===== src/rtl/psimd_decode_stage.sv =====
`timescale 1ns/1ps
// psimd_decode_stage: registered decode of the PSIMD DLFloat opcodes with a RAW/WAW destination scoreboard.
// Define PSIMD_DEC_PERF_EN to build the saturating issue/stall performance counters.
module psimd_decode_stage #(
  parameter int NREGS         = 32,
  parameter int MAX_INFLIGHT  = 4,
  parameter int ILLEGAL_STALL = 0
) (
  input  logic        clk,
  input  logic        rst,
  input  logic        in_valid,
  output logic        in_ready,
  input  logic [31:0] in_instr,
  input  logic        flush,
  input  logic        wb_valid,
  input  logic [4:0]  wb_rd,
  output logic        out_valid,
  input  logic        out_ready,
  output logic [3:0]  ena,
  output logic [2:0]  rm,
  output logic [1:0]  sel1,
  output logic [2:0]  sel2,
  output logic        op,
  output logic [4:0]  rs1,
  output logic [4:0]  rs2,
  output logic [4:0]  rs3,
  output logic [4:0]  rd,
  output logic        wr_enable,
  output logic        sp,
  output logic        logic_fti_ctrl,
  output logic        illegal,
  output logic [3:0]  inflight,
  output logic [31:0] perf_issue,
  output logic [31:0] perf_stall
);
  localparam int IDX_W = (NREGS > 1) ? $clog2(NREGS) : 1;
  localparam logic [6:0] OPC_FP  = 7'b1011011;
  localparam logic [6:0] OPC_FMA = 7'b0011011;
  localparam logic [6:0] OPC_FMS = 7'b0111011;
  localparam logic [6:0] OPC_ST  = 7'b0101011;

  typedef struct packed {
    logic [3:0] ena;
    logic [2:0] rm;
    logic [1:0] sel1;
    logic [2:0] sel2;
    logic       op;
    logic [4:0] rs1;
    logic [4:0] rs2;
    logic [4:0] rs3;
    logic [4:0] rd;
    logic       wr_enable;
    logic       sp;
    logic       fti;
    logic       illegal;
  } bundle_t;

  localparam bundle_t BUNDLE_IDLE = '{ena: 4'd0, rm: 3'd0, sel1: 2'd0, sel2: 3'd0, op: 1'b0,
                                      rs1: 5'd0, rs2: 5'd0, rs3: 5'd0, rd: 5'd0,
                                      wr_enable: 1'b0, sp: 1'b1, fti: 1'b1, illegal: 1'b0};

  bundle_t          bundle_p0, bundle_p1;
  logic             vld_p1;
  logic             use1_p0, use2_p0, use3_p0;
  logic [6:0]       opc_p0;
  logic [4:0]       fun5_p0;
  logic [NREGS-1:0] busy, busy_eff, busy_nxt;
  logic [3:0]       inflight_q, inflight_eff;
  logic             wb_hit, hazard, accept, issue_wr;
  logic             unused_bits;

  assign opc_p0      = in_instr[6:0];
  assign fun5_p0     = in_instr[31:27];
  assign unused_bits = ^in_instr[26:25];

  always_comb begin
    bundle_p0           = BUNDLE_IDLE;
    bundle_p0.rm        = in_instr[14:12];
    bundle_p0.fti       = !(opc_p0 == OPC_FP && fun5_p0 == 5'b01000);
    bundle_p0.wr_enable = 1'b1;
    use1_p0             = 1'b1;
    use2_p0             = 1'b1;
    use3_p0             = 1'b0;
    case (opc_p0)
      OPC_FP: begin
        case ({fun5_p0, in_instr[14:12]})
          8'b00000_000: bundle_p0.ena = 4'd1;
          8'b00001_000: begin bundle_p0.ena = 4'd1; bundle_p0.op = 1'b1; end
          8'b00010_000: bundle_p0.ena = 4'd2;
          8'b00011_000: bundle_p0.ena = 4'd3;
          8'b01011_000: begin bundle_p0.ena = 4'd4; use2_p0 = 1'b0; end
          8'b00100_000: begin bundle_p0.ena = 4'd5; bundle_p0.sel1 = 2'd1; end
          8'b00100_001: begin bundle_p0.ena = 4'd5; bundle_p0.sel1 = 2'd2; end
          8'b00100_010: begin bundle_p0.ena = 4'd5; bundle_p0.sel1 = 2'd3; end
          8'b00101_000: begin bundle_p0.ena = 4'd6; bundle_p0.sel2 = 3'd1; end
          8'b00101_001: begin bundle_p0.ena = 4'd6; bundle_p0.sel2 = 3'd2; end
          8'b10100_010: begin bundle_p0.ena = 4'd6; bundle_p0.sel2 = 3'd3; end
          8'b10100_001: begin bundle_p0.ena = 4'd6; bundle_p0.sel2 = 3'd4; end
          8'b10100_000: begin bundle_p0.ena = 4'd6; bundle_p0.sel2 = 3'd5; end
          // int-to-float sources come from the integer side, so no FP source is tracked
          8'b01001_000: begin bundle_p0.ena = 4'd7; use1_p0 = 1'b0; use2_p0 = 1'b0; end
          8'b01000_000: begin bundle_p0.ena = 4'd8; use2_p0 = 1'b0; end
          default:      bundle_p0.illegal = 1'b1;
        endcase
      end
      OPC_FMA, OPC_FMS: begin
        bundle_p0.ena = 4'd9;
        bundle_p0.op  = (opc_p0 == OPC_FMS);
        use3_p0       = 1'b1;
      end
      OPC_ST: begin
        bundle_p0.sp        = 1'b0;
        bundle_p0.wr_enable = 1'b0;
      end
      default: bundle_p0.illegal = 1'b1;
    endcase
    if (bundle_p0.illegal) begin
      bundle_p0.wr_enable = 1'b0;
      use1_p0             = 1'b0;
      use2_p0             = 1'b0;
      use3_p0             = 1'b0;
    end else begin
      bundle_p0.rs1 = in_instr[19:15];
      bundle_p0.rs2 = use2_p0 ? in_instr[24:20] : 5'd0;
      bundle_p0.rs3 = use3_p0 ? fun5_p0 : 5'd0;
      bundle_p0.rd  = bundle_p0.wr_enable ? in_instr[11:7] : 5'd0;
    end
  end

  // A completing writeback this cycle frees its register and its in-flight slot immediately
  always_comb begin
    busy_eff = busy;
    if (wb_valid) busy_eff[wb_rd[IDX_W-1:0]] = 1'b0;
  end

  assign wb_hit       = wb_valid && busy[wb_rd[IDX_W-1:0]];
  assign inflight_eff = inflight_q - {3'b000, wb_hit};
  assign hazard = (use1_p0 && busy_eff[bundle_p0.rs1[IDX_W-1:0]]) ||
                  (use2_p0 && busy_eff[bundle_p0.rs2[IDX_W-1:0]]) ||
                  (use3_p0 && busy_eff[bundle_p0.rs3[IDX_W-1:0]]) ||
                  (bundle_p0.wr_enable && (busy_eff[bundle_p0.rd[IDX_W-1:0]] ||
                                           inflight_eff == 4'(MAX_INFLIGHT)));
  assign in_ready = !rst && !flush && (!vld_p1 || out_ready) &&
                    (bundle_p0.illegal ? (ILLEGAL_STALL == 0) : !hazard);
  assign accept   = in_valid && in_ready;
  assign issue_wr = accept && bundle_p0.wr_enable;

  always_comb begin
    busy_nxt = busy;
    if (wb_hit)   busy_nxt[wb_rd[IDX_W-1:0]] = 1'b0;
    if (issue_wr) busy_nxt[bundle_p0.rd[IDX_W-1:0]] = 1'b1;
  end

  // Stage p0 -> p1: decoded bundle register under the downstream handshake
  always_ff @(posedge clk) begin
    if (rst || flush) begin
      vld_p1    <= 1'b0;
      bundle_p1 <= BUNDLE_IDLE;
    end else if (accept) begin
      vld_p1    <= 1'b1;
      bundle_p1 <= bundle_p0;
    end else if (out_ready) begin
      vld_p1    <= 1'b0;
      bundle_p1 <= BUNDLE_IDLE;
    end
  end

  always_ff @(posedge clk) begin
    if (rst || flush) begin
      busy       <= '0;
      inflight_q <= 4'd0;
    end else begin
      busy       <= busy_nxt;
      inflight_q <= inflight_q + {3'b000, issue_wr} - {3'b000, wb_hit};
    end
  end

  assign out_valid      = vld_p1;
  assign ena            = bundle_p1.ena;
  assign rm             = bundle_p1.rm;
  assign sel1           = bundle_p1.sel1;
  assign sel2           = bundle_p1.sel2;
  assign op             = bundle_p1.op;
  assign rs1            = bundle_p1.rs1;
  assign rs2            = bundle_p1.rs2;
  assign rs3            = bundle_p1.rs3;
  assign rd             = bundle_p1.rd;
  assign wr_enable      = bundle_p1.wr_enable;
  assign sp             = bundle_p1.sp;
  assign logic_fti_ctrl = bundle_p1.fti;
  assign illegal        = bundle_p1.illegal;
  assign inflight       = inflight_q;

`ifdef PSIMD_DEC_PERF_EN
  logic [31:0] issue_cnt, stall_cnt;

  always_ff @(posedge clk) begin
    if (rst) begin
      issue_cnt <= 32'd0;
      stall_cnt <= 32'd0;
    end else begin
      if (accept && issue_cnt != 32'hFFFF_FFFF) issue_cnt <= issue_cnt + 32'd1;
      if (in_valid && !in_ready && stall_cnt != 32'hFFFF_FFFF) stall_cnt <= stall_cnt + 32'd1;
    end
  end

  assign perf_issue = issue_cnt;
  assign perf_stall = stall_cnt;
`else
  assign perf_issue = 32'd0;
  assign perf_stall = 32'd0;
`endif
endmodule


===== config.mk =====
export PLATFORM = sky130hd
export DESIGN_NAME = psimd_decode_stage
export DESIGN_NICKNAME = d
export VERILOG_FILES = /design/src/rtl/psimd_decode_stage.sv
export SDC_FILE = /design/constraint.sdc
export NUM_CORES = 1
export LEC_CHECK = 0
export CORE_ASPECT_RATIO = 1.5
export CORE_UTILIZATION = 47
export DETAILED_ROUTE_END_ITERATION = 7
export GPL_TIMING_DRIVEN = 1
export PLACE_DENSITY = 0.76
export SKIP_LAST_GASP = 1
export SLEW_MARGIN = 20
export SYNTH_ARGS = -nofsm -noshare
export SYNTH_HDL_FRONTEND = slang
export SYNTH_SLANG_ARGS = --single-unit

===== constraint.sdc =====
create_clock -name clk -period 5.3 [get_ports clk]
set_clock_uncertainty 0.15 [all_clocks]
set_input_delay 0.53 -clock clk [delete_from_list [all_inputs] [get_ports clk]]
set_output_delay 0.53 -clock clk [all_outputs]
set_load 0.01 [all_outputs]

==> impl_results.md <==
* Hold/Removal Path Class: flop to flop
* Placer Congestion at roughly 1
* ANT nets after route at 0
* Highest metal used: met4
* Largest net degree at the start of global routing at 56
* Die ar. at 14100 um2
* Run status: finished, final reports clean
* Cts hold-fix bufs at 0
* Die Span Y at ~140 um
* Starting Density at between 40% and 50%
* Total Routing Usage GR at 37.8%
* Share of the core filled with cells at ~62%
* Final Critical Period at roughly 5 ns
* Worst reg2reg endpoint: inflight[2]$_SDFF_PP0_
* Metal2 WL at 12900 um
* Post-Route WL at around 27000 um
* Seq pwr share at between 30% and 40%
* Crit-path slowest cell: clkdlybuf4s50_1
* Latest clock arrival within the worst-skew pair at around 0.35 ns
* HP Start: ena[2]$_SDFFE_PP0P_
* Reg2reg path depth at 21
* DR DRC count at 0
* Worst Path Arrival at 5.07 ns
* PwrDens at 183 nW/um2
* Slew @ Worst Pin at 0.972 ns
* Layout fillers at roughly 1.2k
* FMAX at between 150 and 200 MHz
* Routed len/inst at ~24 um
* Htree depth at 3
* PortBufs at 83
* DRT Pass-1 Iters at 6
* Met1 WL at ~9000 um
* Setup violations, final at 0
* Dominant cell type by area after synthesis: dfxtp_1
* EDFF count, synth at 0
* #FFs+latches synth at between 70 and 80
* RSZ-0062 raised after global routing: false
* Async set-reset flop share out of synthesis at 0%
* Yosys warns at 0
* P&R area growth vs syn at 28.2%
* Area contributors post-synth: dfxtp_1 (23%), mux2i_1 (8.8%), buf_4 (7.9%)
* Diode count at 0
* Initial DRC Count at 640
* Top FF cell, synth: dfxtp_1
* Cells after synthesis at ~820
* Grt total ovfl at 0
* TritonCTS clock tree: yes
* Die Width at about 97 um
* CP Launch Type: input port
* Initial antenna violation count at 0
* Avg Inst Size Synth at 7.85 um2
* Internal Power at around 1.0 mW
* Total vias in the final route at between 7k and 8k
* Seq/Total Area, Yosys at between 20% and 30%
* Top Ports at 150
* Syn Std Cell Area at approximately 6400 um2
* Crit-path most repeated cell: ha_1
* CTS Buffer Depth at 2
* First-pass GRT wire length at about 41000 um
* Cell chain of the critical path: clkdlybuf4s50_1 -> buf_12 -> mux4_2 -> mux4_2 -> mux2i_1 -> nor2b_1 -> ha_1 -> nand2_1 -> a2bb2oi_2 -> o2111ai_2 -> a2111oi_4 -> a32oi_1 -> a21oi_1 -> buf_4 -> nand3_4 -> or2_1 -> ha_1 -> inv_1 -> ha_1 -> inv_1 -> fa_1 -> xnor2_1 -> nor2_1
* Psw at roughly 470 uW
* Worst reg2reg path startpoint: busy[18]$_SDFF_PP0_
* Synth cell types at about 70
* Crit-path max cell delay at around 0.5 ns
* Commonest cells after routing, fill and taps aside: buf_4 (119), nand2_1 (87), clkdlybuf4s50_1 (81), dfxtp_1 (74), conb_1 (64)
* Sw frac at 31.3%
* Core area at roughly 13000 um2
* R2R Setup Slk at around 0.61 ns
* CP endpoint kind: flop
* Critical Path RT at between 5 and 6 ns
* Root Buffer: clkbuf_16
* WP buf/inv at 5
* Max-cap violations at 0
* Crit-path leading delay family: adder cells
* Fin crit share at 94.4%
* Layout cells sized above 1 at between 10% and 20%
* Layout Nets at 1018
* WHS Path Cells at 2
* Met3 routed WL at 2400 um
* Final Hold Vio Count at 0
* Slew Limit Headroom at 34.7%
* Hold EP: ena[2]$_SDFFE_PP0P_
* Final hold slack at between 0.3 and 0.4 ns
* Num CTS Buffers at 9
* Static Leakage at roughly 3.2 nW
* CP max FO at 14
* Peak supply drop at roughly 130 uV
* Row count at 51
* Vias in the first global route at slightly above 7k
* Combinational share of power at 18.1%
* Final Max Slew Viols at 0
* Clock share of power at around 45%
* Vias per std cell at between 6 and 7
* HPWL Detailed at between 20000 and 25000 um
* Most common cell after layout, fill and taps aside: buf_4
* Worst setup path category: input port to flop
* Clock transition at the registers of the reported paths at 0.07 ns
* Yosys top cell area share at between 20% and 30%
* Clk sinks at 74
## layer usage
layer,vias to the layer above,global-route usage [%]
met5,-,0
met1,3412,40.4
li1,3230,-
met3,155,6.65
met2,536,64.3
met4,0,31.1
## state kept, by name (all words and copies together) (netlist names)
| register | flops |
|---|---|
| sel1 | 2 |
| rs1 | 5 |
| logic_fti_ctrl | 1 |
| ena | 4 |
| sel2 | 3 |
| busy | 32 |
| rd | 5 |
| rs2 | 5 |
| rs3 | 5 |
| op | 1 |
| illegal | 1 |
| inflight | 4 |
| out_valid | 1 |
| rm | 3 |
| sp | 1 |
| wr_enable | 1 |
## power groups by stage
stage                     registers, mW  clock network, mW  logic (mW)
after floorplan                   0.572                  0       0.181
after global placement            0.571                  0       0.259
after detailed placement          0.571                  0       0.259
after CTS                         0.558              0.666       0.260
after global routing              0.558              0.687       0.285
final                             0.558              0.670       0.271
## cell families (layout without fill, tap and decap cells)
kind of cell	Yosys count	count (layout)	synth area share [%]
flops	74	74	23.1
buf+inv	150	244	13.6
compound gates	189	189	20.6
other cells	1	64	0.0586
mux	78	78	14.7
simple gates	306	306	24.9
fa+ha+maj	8	8	1.68
xor+xnor	9	9	1.23
## worst reg2reg max path: cells and delay by family, from the launching register on
kind                     cells  cell delay [ns]
buffers and inverters        3             0.27
flip-flops                   1             0.40
multiplexers                 3             1.08
AO/OA/AOI/OAI                5             0.94
AND/OR/NAND/NOR              5             0.54
adder cells (fa/ha/maj)      4             1.03
XOR/XNOR                     1             0.16
## synth_stat cells, drive strengths merged (4+ instances only)
| library cell | number |
|---|---|
| dfxtp | 74 |
| o32ai | 10 |
| a21oi | 22 |
| a31oi | 8 |
| nand2 | 89 |
| clkbuf | 43 |
| or4 | 9 |
| nand4 | 28 |
| o31ai | 10 |
| o22ai | 21 |
| nand2b | 9 |
| nor3 | 25 |
| or2 | 5 |
| o211ai | 13 |
| ha | 7 |
| o21ai | 51 |
| or3 | 6 |
| nand3 | 42 |
| buf | 84 |
| and2 | 6 |
| a311oi | 4 |
| xor2 | 5 |
| and3 | 6 |
| inv | 21 |
| nor2 | 47 |
| xnor2 | 4 |
| mux2 | 10 |
| nor2b | 6 |
| nand4b | 5 |
| o21a | 9 |
| mux2i | 56 |
| nor4 | 9 |
| mux4 | 12 |
| o2111ai | 10 |
| a2111oi | 4 |
## area by class of cell
class                           instances  area (um2)  area share (%)
Tap cell                              159         199            2.42
Multi-Input combinational cell        654        4340            52.9
Clock inverter                          7        82.6            1.01
Inverter                               23        86.3            1.05
Sequential cell                        74        1480            18.1
Timing Repair Buffer                  205        1790            21.9
Clock buffer                            9         225            2.74
## per-stage QoR
stage                     std cells  power, mW  worst slack [ns]  setup TNS (ns)  area, um2
after floorplan                 878      0.752            0.0216               0       6650
after CTS                      1128       1.48            0.0206               0       8130
after global placement         1112      0.830            -0.251          -0.708       7820
after global routing           1131       1.53            0.0805               0       8210
final                          1131       1.50             0.296               0       8210
after detailed placement       1112      0.830            -0.399           -1.66       7820
## repair_timing
action / CTS / global route
setup endpoints to repair: 3 / 4
pin swaps: 1 / 2
resized for setup: 2 / 7
setup buffers: 0 / 2
cloned: 0 / 1
## worst max-delay path by stage
stage | start | depth (start not counted) | endpoint
after CTS | wb_rd[0] | 18 | in_ready
after global routing | wb_rd[1] | 23 | inflight[3]$_SDFF_PP0_
after detailed placement | wb_rd[0] | 23 | inflight[2]$_SDFF_PP0_
after floorplan | wb_rd[1] | 24 | inflight[2]$_SDFF_PP0_
after global placement | wb_rd[0] | 23 | inflight[2]$_SDFF_PP0_
final | wb_rd[1] | 23 | inflight[2]$_SDFF_PP0_
Note: power is estimated with default switching activity, not from simulation.
